--- config.mk ---
export PLATFORM = sky130hd
export DESIGN_NAME = mem_port_arbiter_flat
export DESIGN_NICKNAME = d
export VERILOG_FILES = /design/src/rtl/mem_port_arbiter_pkg.sv /design/src/rtl/mem_port_arbiter_if.sv /design/src/rtl/mem_port_arbiter_tag_fifo.sv /design/src/rtl/mem_port_arbiter.sv /design/src/flat_wrapper.sv
export SDC_FILE = /design/constraint.sdc
export NUM_CORES = 1
export LEC_CHECK = 0
export ABC_AREA = 1
export CAP_MARGIN = 10
export CORE_AREA = 2 2 110 112
export DETAILED_ROUTE_END_ITERATION = 8
export DIE_AREA = 0 0 112 114
export PLACE_DENSITY = 0.64
export SETUP_SLACK_MARGIN = 0.02
export SYNTH_ARGS = -nofsm -noshare
export SYNTH_HDL_FRONTEND = slang
export SYNTH_HIERARCHICAL = 1
export SYNTH_SLANG_ARGS = --single-unit
--- constraint.sdc ---
create_clock -name clk -period 2.1 [get_ports clk]
set_input_delay 0.315 -clock clk [delete_from_list [all_inputs] [get_ports clk]]
set_output_delay 0.315 -clock clk [all_outputs]
set_load 0.05 [all_outputs]
--- src/rtl/mem_port_arbiter_pkg.sv ---
// Shared types for the memory-port arbiter: transaction owner, tag FIFO entry
// and a constructor for freshly accepted entries.
package mem_port_arbiter_pkg;

    typedef enum logic {
        owner_if = 1'b0,
        owner_ls = 1'b1
    } mem_owner_t;

    typedef struct packed {
        mem_owner_t owner;
        logic       kill;
    } arb_entry_t;

    localparam arb_entry_t arb_entry_rst = '{owner: owner_if, kill: 1'b0};

    function automatic arb_entry_t make_entry(input mem_owner_t owner);
        arb_entry_t e;
        e.owner = owner;
        e.kill  = 1'b0;
        return e;
    endfunction

endpackage

--- src/rtl/mem_port_arbiter_if.sv ---
// Bundle of fetch, load/store and memory-side signals around the arbiter.
// slave = arbiter view, master = view of the surrounding pipeline and memory.
interface mem_port_arbiter_if;
    logic        if_req;
    logic [31:0] if_addr;
    logic        if_gnt;
    logic        if_rsp_valid;
    logic [31:0] if_rsp_data;

    logic        ls_req;
    logic        ls_we;
    logic [31:0] ls_addr;
    logic [31:0] ls_wdata;
    logic [3:0]  ls_mask;
    logic        ls_gnt;
    logic        ls_rsp_valid;
    logic [31:0] ls_rsp_data;

    logic        mem_req;
    logic        mem_we;
    logic [31:0] mem_addr;
    logic [31:0] mem_wdata;
    logic [3:0]  mem_mask;
    logic        mem_gnt;
    logic        mem_rsp_valid;
    logic [31:0] mem_rsp_data;

    modport slave (
        input  if_req, if_addr,
        output if_gnt, if_rsp_valid, if_rsp_data,
        input  ls_req, ls_we, ls_addr, ls_wdata, ls_mask,
        output ls_gnt, ls_rsp_valid, ls_rsp_data,
        output mem_req, mem_we, mem_addr, mem_wdata, mem_mask,
        input  mem_gnt, mem_rsp_valid, mem_rsp_data
    );

    modport master (
        output if_req, if_addr,
        input  if_gnt, if_rsp_valid, if_rsp_data,
        output ls_req, ls_we, ls_addr, ls_wdata, ls_mask,
        input  ls_gnt, ls_rsp_valid, ls_rsp_data,
        input  mem_req, mem_we, mem_addr, mem_wdata, mem_mask,
        output mem_gnt, mem_rsp_valid, mem_rsp_data
    );
endinterface

--- src/rtl/mem_port_arbiter_tag_fifo.sv ---
// In-order tag FIFO of outstanding memory transactions; kill_if_i marks every
// fetch entry (including one pushed the same cycle) so its response is dropped.
module arb_tag_fifo
    import mem_port_arbiter_pkg::*;
#(
    parameter int DEPTH = 4
) (
    input  logic       clk,
    input  logic       rst,
    input  logic       push_i,
    input  arb_entry_t push_entry_i,
    input  logic       pop_i,
    input  logic       kill_if_i,
    output arb_entry_t head_o,
    output logic       full_o,
    output logic       empty_o
);
    localparam int PTR_W = $clog2(DEPTH);
    localparam logic [PTR_W:0] FULL_CNT = (PTR_W + 1)'(DEPTH);

    arb_entry_t       slot_q [DEPTH];
    logic [PTR_W-1:0] wr_ptr_q, wr_ptr_d;
    logic [PTR_W-1:0] rd_ptr_q, rd_ptr_d;
    logic [PTR_W:0]   count_q, count_d;
    arb_entry_t       in_entry_s;

    // Next-state pointers/count and the entry actually written on push.
    always_comb begin
        wr_ptr_d = push_i ? (wr_ptr_q + PTR_W'(1)) : wr_ptr_q;
        rd_ptr_d = pop_i  ? (rd_ptr_q + PTR_W'(1)) : rd_ptr_q;
        case ({push_i, pop_i})
            2'b10:   count_d = count_q + (PTR_W + 1)'(1);
            2'b01:   count_d = count_q - (PTR_W + 1)'(1);
            default: count_d = count_q;
        endcase
        in_entry_s       = push_entry_i;
        in_entry_s.kill  = push_entry_i.kill
                         | (kill_if_i & (push_entry_i.owner == owner_if));
    end

    assign head_o  = slot_q[rd_ptr_q];
    assign full_o  = (count_q == FULL_CNT);
    assign empty_o = (count_q == (PTR_W + 1)'(0));

    // Storage, pointers and occupancy; kill marking applies to every slot.
    always_ff @(posedge clk) begin
        if (!rst) begin
            for (int i = 0; i < DEPTH; i++) begin
                slot_q[i] <= arb_entry_rst;
            end
            wr_ptr_q <= '0;
            rd_ptr_q <= '0;
            count_q  <= '0;
        end else begin
            for (int i = 0; i < DEPTH; i++) begin
                if (kill_if_i && (slot_q[i].owner == owner_if)) begin
                    slot_q[i].kill <= 1'b1;
                end
            end
            if (push_i) begin
                slot_q[wr_ptr_q] <= in_entry_s;
            end
            wr_ptr_q <= wr_ptr_d;
            rd_ptr_q <= rd_ptr_d;
            count_q  <= count_d;
        end
    end

endmodule

--- src/rtl/mem_port_arbiter.sv ---
// Shares one memory port between fetch and load/store: zero-latency arbitration
// with starvation relief, in-order response routing and flush cancellation.
module mem_port_arbiter
    import mem_port_arbiter_pkg::*;
#(
    parameter int MAX_OUTSTANDING = 4,
    parameter int STARVE_MAX      = 3
) (
    input  logic                     clk,
    input  logic                     rst,
    input  logic                     flush,
    mem_port_arbiter_if.slave        bus,
    output logic                     busy,
    output logic                     err
);
    localparam int CNT_W = (STARVE_MAX < 1) ? 1 : $clog2(STARVE_MAX + 1);
    localparam logic [CNT_W-1:0] STARVE_LIM = CNT_W'(STARVE_MAX);

    logic             elig_if_s, elig_ls_s, if_wins_s, accept_s, pop_s;
    logic             fifo_full_s, fifo_empty_s;
    arb_entry_t       head_s, push_entry_s;
    logic [CNT_W-1:0] starve_cnt_q, starve_cnt_d;
    logic             err_q, err_d;

    // Arbitration, grants and the winner's fields onto the memory port.
    always_comb begin
        elig_if_s    = rst & bus.if_req & ~flush;
        elig_ls_s    = rst & bus.ls_req;
        if_wins_s    = elig_if_s & (~elig_ls_s | (starve_cnt_q == STARVE_LIM));
        bus.mem_req  = (elig_if_s | elig_ls_s) & ~fifo_full_s;
        accept_s     = bus.mem_req & bus.mem_gnt;
        bus.if_gnt   = accept_s & if_wins_s;
        bus.ls_gnt   = accept_s & ~if_wins_s;
        push_entry_s = make_entry(if_wins_s ? owner_if : owner_ls);
        if (!bus.mem_req) begin
            bus.mem_we    = 1'b0;
            bus.mem_addr  = 32'h0000_0000;
            bus.mem_wdata = 32'h0000_0000;
            bus.mem_mask  = 4'h0;
        end else if (if_wins_s) begin
            bus.mem_we    = 1'b0;
            bus.mem_addr  = bus.if_addr;
            bus.mem_wdata = 32'h0000_0000;
            bus.mem_mask  = 4'hF;
        end else begin
            bus.mem_we    = bus.ls_we;
            bus.mem_addr  = bus.ls_addr;
            bus.mem_wdata = bus.ls_wdata;
            bus.mem_mask  = bus.ls_mask;
        end
    end

    // Response routing: the FIFO head names the owner; killed fetches vanish.
    always_comb begin
        pop_s            = rst & bus.mem_rsp_valid & ~fifo_empty_s;
        bus.ls_rsp_valid = pop_s & (head_s.owner == owner_ls);
        bus.if_rsp_valid = pop_s & (head_s.owner == owner_if) & ~head_s.kill;
        bus.ls_rsp_data  = bus.ls_rsp_valid ? bus.mem_rsp_data : 32'h0000_0000;
        bus.if_rsp_data  = bus.if_rsp_valid ? bus.mem_rsp_data : 32'h0000_0000;
        busy             = rst & ~fifo_empty_s;
    end

    // Starvation counter next state and sticky protocol error.
    always_comb begin
        if (bus.if_gnt || !bus.if_req) begin
            starve_cnt_d = '0;
        end else if (elig_if_s && elig_ls_s && bus.ls_gnt) begin
            starve_cnt_d = (starve_cnt_q == STARVE_LIM) ? starve_cnt_q
                                                        : (starve_cnt_q + CNT_W'(1));
        end else begin
            starve_cnt_d = starve_cnt_q;
        end
        err_d = err_q | (bus.mem_rsp_valid & fifo_empty_s);
    end

    // Arbiter state registers.
    always_ff @(posedge clk) begin
        if (!rst) begin
            starve_cnt_q <= '0;
            err_q        <= 1'b0;
        end else begin
            starve_cnt_q <= starve_cnt_d;
            err_q        <= err_d;
        end
    end

    assign err = err_q;

    arb_tag_fifo #(
        .DEPTH (MAX_OUTSTANDING)
    ) u_tag_fifo (
        .clk          (clk),
        .rst          (rst),
        .push_i       (accept_s),
        .push_entry_i (push_entry_s),
        .pop_i        (pop_s),
        .kill_if_i    (flush),
        .head_o       (head_s),
        .full_o       (fifo_full_s),
        .empty_o      (fifo_empty_s)
    );

endmodule

--- src/flat_wrapper.sv ---
// flat-port wrapper written by rule: the top's interface ports become plain ports
module mem_port_arbiter_flat import mem_port_arbiter_pkg::*;
#(
    parameter int MAX_OUTSTANDING = 4,
    parameter int STARVE_MAX      = 3
)
  (clk, rst, flush, busy, err, bus_if_req, bus_if_addr, bus_if_gnt, bus_if_rsp_valid, bus_if_rsp_data, bus_ls_req, bus_ls_we, bus_ls_addr, bus_ls_wdata, bus_ls_mask, bus_ls_gnt, bus_ls_rsp_valid, bus_ls_rsp_data, bus_mem_req, bus_mem_we, bus_mem_addr, bus_mem_wdata, bus_mem_mask, bus_mem_gnt, bus_mem_rsp_valid, bus_mem_rsp_data);
  mem_port_arbiter_if bus_i ();
  input  logic clk;
  input  logic rst;
  input  logic flush;
  output logic busy;
  output logic err;
  input wire logic [$bits(bus_i.if_req)-1:0] bus_if_req;
  input wire logic [$bits(bus_i.if_addr)-1:0] bus_if_addr;
  output wire logic [$bits(bus_i.if_gnt)-1:0] bus_if_gnt;
  output wire logic [$bits(bus_i.if_rsp_valid)-1:0] bus_if_rsp_valid;
  output wire logic [$bits(bus_i.if_rsp_data)-1:0] bus_if_rsp_data;
  input wire logic [$bits(bus_i.ls_req)-1:0] bus_ls_req;
  input wire logic [$bits(bus_i.ls_we)-1:0] bus_ls_we;
  input wire logic [$bits(bus_i.ls_addr)-1:0] bus_ls_addr;
  input wire logic [$bits(bus_i.ls_wdata)-1:0] bus_ls_wdata;
  input wire logic [$bits(bus_i.ls_mask)-1:0] bus_ls_mask;
  output wire logic [$bits(bus_i.ls_gnt)-1:0] bus_ls_gnt;
  output wire logic [$bits(bus_i.ls_rsp_valid)-1:0] bus_ls_rsp_valid;
  output wire logic [$bits(bus_i.ls_rsp_data)-1:0] bus_ls_rsp_data;
  output wire logic [$bits(bus_i.mem_req)-1:0] bus_mem_req;
  output wire logic [$bits(bus_i.mem_we)-1:0] bus_mem_we;
  output wire logic [$bits(bus_i.mem_addr)-1:0] bus_mem_addr;
  output wire logic [$bits(bus_i.mem_wdata)-1:0] bus_mem_wdata;
  output wire logic [$bits(bus_i.mem_mask)-1:0] bus_mem_mask;
  input wire logic [$bits(bus_i.mem_gnt)-1:0] bus_mem_gnt;
  input wire logic [$bits(bus_i.mem_rsp_valid)-1:0] bus_mem_rsp_valid;
  input wire logic [$bits(bus_i.mem_rsp_data)-1:0] bus_mem_rsp_data;
  assign bus_i.if_req = bus_if_req;
  assign bus_i.if_addr = bus_if_addr;
  assign bus_if_gnt = bus_i.if_gnt;
  assign bus_if_rsp_valid = bus_i.if_rsp_valid;
  assign bus_if_rsp_data = bus_i.if_rsp_data;
  assign bus_i.ls_req = bus_ls_req;
  assign bus_i.ls_we = bus_ls_we;
  assign bus_i.ls_addr = bus_ls_addr;
  assign bus_i.ls_wdata = bus_ls_wdata;
  assign bus_i.ls_mask = bus_ls_mask;
  assign bus_ls_gnt = bus_i.ls_gnt;
  assign bus_ls_rsp_valid = bus_i.ls_rsp_valid;
  assign bus_ls_rsp_data = bus_i.ls_rsp_data;
  assign bus_mem_req = bus_i.mem_req;
  assign bus_mem_we = bus_i.mem_we;
  assign bus_mem_addr = bus_i.mem_addr;
  assign bus_mem_wdata = bus_i.mem_wdata;
  assign bus_mem_mask = bus_i.mem_mask;
  assign bus_i.mem_gnt = bus_mem_gnt;
  assign bus_i.mem_rsp_valid = bus_mem_rsp_valid;
  assign bus_i.mem_rsp_data = bus_mem_rsp_data;
  mem_port_arbiter #(.MAX_OUTSTANDING(MAX_OUTSTANDING), .STARVE_MAX(STARVE_MAX)) u_core (.clk(clk), .rst(rst), .flush(flush), .bus(bus_i), .busy(busy), .err(err));
endmodule
==> flow_metrics.py <==
metrics = {
    "status": {
        "status": "complete, no violations",
    },
    "place": {
        "io_buffers": 279,
        "gp_congestion": 0.846,
        "place_ws_ns": -0.335,
        "dp.cells": 872,
        "post_dp_cell_area_um2": 6430,
        "dp_hpwl_mm": 10.6,
    },
    "logic_synthesis": {
        "yosysSeqAreaShare_pct": 19.3,
        "yosysWarnings": 6,
        "syn_inst": 430,
        "synth_seq_cells": 20,
        "avgSynthCellArea_um2": 5.30,
        "post-synth-top-area-fraction_pct": 30.6,
        "synth_area_leaders": "nor2_1, dfxtp_1, inv_1",
        "yosysUniqueCellTypes": 26,
        "syn_area_um2": 2280,
        "synth_fp_nets": 577,
        "synth_top_area_cell": "nor2_1",
    },
    "timing": {
        "min_period_ns": 2.03,
        "hold_viol_final": 0,
        "hold_slack_ns": 0.428,
        "rsz0062_at_grt": "yes",
        "max_clock_freq_mhz": 492,
        "slew_viol_final": 0,
        "setup_viol": 0,
        "worst-slew-pin-transition_ns": 0.517,
        "relSlewSlack_pct": 65.4,
        "tns_ns": 0,
        "clock-skew-final_ns": 0.00112,
        "timing.final.crit_share_pct": 96.9,
        "setup_ws_ns": 0.0657,
    },
    "worst_setup_path": {
        "cp.arrival_ns": 1.72,
        "crit_family": "buffers and inverters",
        "critPathMostFrequentCell": "buf_4",
        "crit_buf_inv": 5,
        "cp-startpoint": "u_core/u_tag_fifo/count_q[2]",
        "path_class": "reg -> out",
        "reg2reg_slack_ns": 0.13,
        "crit_path_end_kind": "output port",
        "r2r_end": "u_core/u_tag_fifo/count_q[2]",
        "path_cells": "inv_2 > nor3_4 > buf_4 > a21oi_4 > buf_12 > buf_4 > o21ai_0 > nor2_1 > buf_6",
        "r2r_start": "u_core/u_tag_fifo/count_q[2]",
        "reg2reg_depth": 14,
        "cp_slowest_stage_delay_ns": 0.37,
        "crit_slowest_cell": "dfxtp_4",
        "crit_required_ns": 1.78,
        "critPathLaunchType": "register",
        "crit_fanout": 8,
    },
    "layout": {
        "drive_gt1_share_pct": 47.2,
        "register_area_um2": 452,
        "diodes": 0,
        "multi_input_area_um2": 1970,
        "final_cells": 890,
        "areaGrowthSynthToFinish_pct": 214,
        "nFillCells": 976,
        "fin_area_um2": 7150,
        "final_core_util_pct": 61.1,
        "nets": 891,
    },
    "flow_run": {
        "drv_cap": 0,
    },
    "power": {
        "ir_drop_uv": 425,
        "power_mw": 2.59,
        "p_per_area_nw_per_um2": 362,
        "power_leakage_nw": 3.18,
    },
    "global_route": {
        "grt_max_degree": 38,
        "grt_pass1_wl_mm": 19.4,
        "antenna_found_initial": 0,
        "grt_pass1_vias": 3751,
        "grt_overflow": 0,
        "grt_usage_pct": 18.5,
    },
    "clock_network": {
        "ctsHoldBuffers": 0,
        "clockRootBuffer": "clkbuf_16",
        "tritoncts": "done",
        "cts_made_buffers": 3,
        "clock_path_buffers": 2,
        "ctsHtreeMaxLevel": 1,
        "clkLatencyLatePin_ns": 0.25,
        "cts.sinks": 20,
        "path_clk_slew_ns": 0.05,
    },
    "die": {
        "ios": 280,
        "num_rows": 40,
        "coreArea_um2": 11700,
        "initial_core_util_pct": 19.5,
        "die-area_um2": 12800,
        "die_x_um": 112,
        "die_h_um": 114,
    },
    "detailed_routing": {
        "wirelength_mm": 13.2,
        "num_vias": 3865,
        "first_iter_violations": 142,
        "first_pass_iters": 4,
        "wl_per_cell_um": 14.8,
        "via_per_inst": 4.34,
        "postRouteAntennaNets": 0,
        "drc": 0,
    },
    "worst_hold_path": {
        "hold_class": "in -> reg",
        "min-delay-start": "rst",
        "worstHoldPathCells": 3,
        "worst_hold_path.endpoint": "u_core/err",
    },
}
[synth_stat cells, drive strengths merged]
cell type	instances
ha	6
fa	1
dfxtp	16
nor3	3
buf	21
o21ai	42
nand4	2
conb	1
nand2	58
nor2	189
o22ai	6
edfxtp	4
clkbuf	3
a21oi	13
nand3	4
inv	61
[per-layer routing]
layer	GRT usage (%)	up-vias	wire length, µm
met2	34.7	145	7010
met3	2.76	17	799
met4	3.98	0	234
met5	0	-	0
li1	-	1933	-
met1	22.6	1770	5130
[logic make-up after synthesis]
group,count (synthesis),share of synthesized area (%)
compound gates,61,14.2
buf+inv,85,17.8
other cells,1,0.164
flops,20,19.3
simple gates,256,44.3
fa+ha+maj,7,4.17
[what timing repair did]
action / 4_1_cts / 5_1_grt
gates resized for setup: 87 / 55
buffers inserted: 6 / 2
endpoints found under the setup margin: 138 / 130
pin swaps: 2 / 7
cloned: 2 / 4
[tightest hold or removal path, stage by stage]
cell      delay (ns)
clkbuf_2        0.12
inv_1           0.10
nor2_1          0.10
[layout by cell type (no fill, tap or decap), types with 2 or more instances in the layout]
cell and n:
dfxtp_1 11, nand2_2 7, nor2_4 36, nand2_1 49, clkdlybuf4s50_1 136, ha_1 4
buf_6 51, a21oi_1 11, nand3_1 2, nand4_1 2, nor2_2 78, inv_2 9
buf_4 50, ha_2 2, buf_16 2, buf_12 85, o21ai_1 22, dfxtp_2 3
edfxtp_1 4, inv_1 48, clkbuf_16 7, dfxtp_4 2, nor3_4 3, dlygate4sd2_1 3
nand2_4 2, inv_4 3, o21ai_0 19, o22ai_1 5, nor2_1 75
[cell type report]
cell class              count  area share [%]
inverters                  61            3.41
clock buffers               4            1.24
flip-flops and latches     20            6.32
well taps                 147            2.57
repair buffers            333            58.9
multi-input cells         325            27.5
[power by group]
part | total [mW] | internal [mW] | leakage (nW) | switching (mW)
registers | 0.444 | 0.419 | 0.176 | 0.0256
clock network | 0.431 | 0.290 | 0.0442 | 0.141
logic | 1.71 | 0.775 | 2.96 | 0.936
total | 2.59 | 1.48 | 3.18 | 1.10
[registers in the layout, summed over array words and instances (netlist names), named ones only]
name                        flops
u_core/err                      1
u_core/u_tag_fifo/slot_q        8
u_core/u_tag_fifo/wr_ptr_q      2
u_core/u_tag_fifo/count_q       3
u_core/u_tag_fifo/rd_ptr_q      2
u_core/starve_cnt_q             2
[worst max path at each step]
stage | slack, ns | endpoint | cells after the start
after detailed placement | -0.33 | u_core/u_tag_fifo/count_q[2] | 15
final | 0.07 | bus_mem_addr[1] | 9
after CTS | 0.02 | bus_if_rsp_data[31] | 9
after global placement | -0.28 | bus_mem_wdata[0] | 9
after global routing | -0.02 | bus_if_rsp_data[10] | 9
after floorplan | -0.21 | bus_if_rsp_data[10] | 7
No activity file was read; power rests on OpenSTA's default activity.
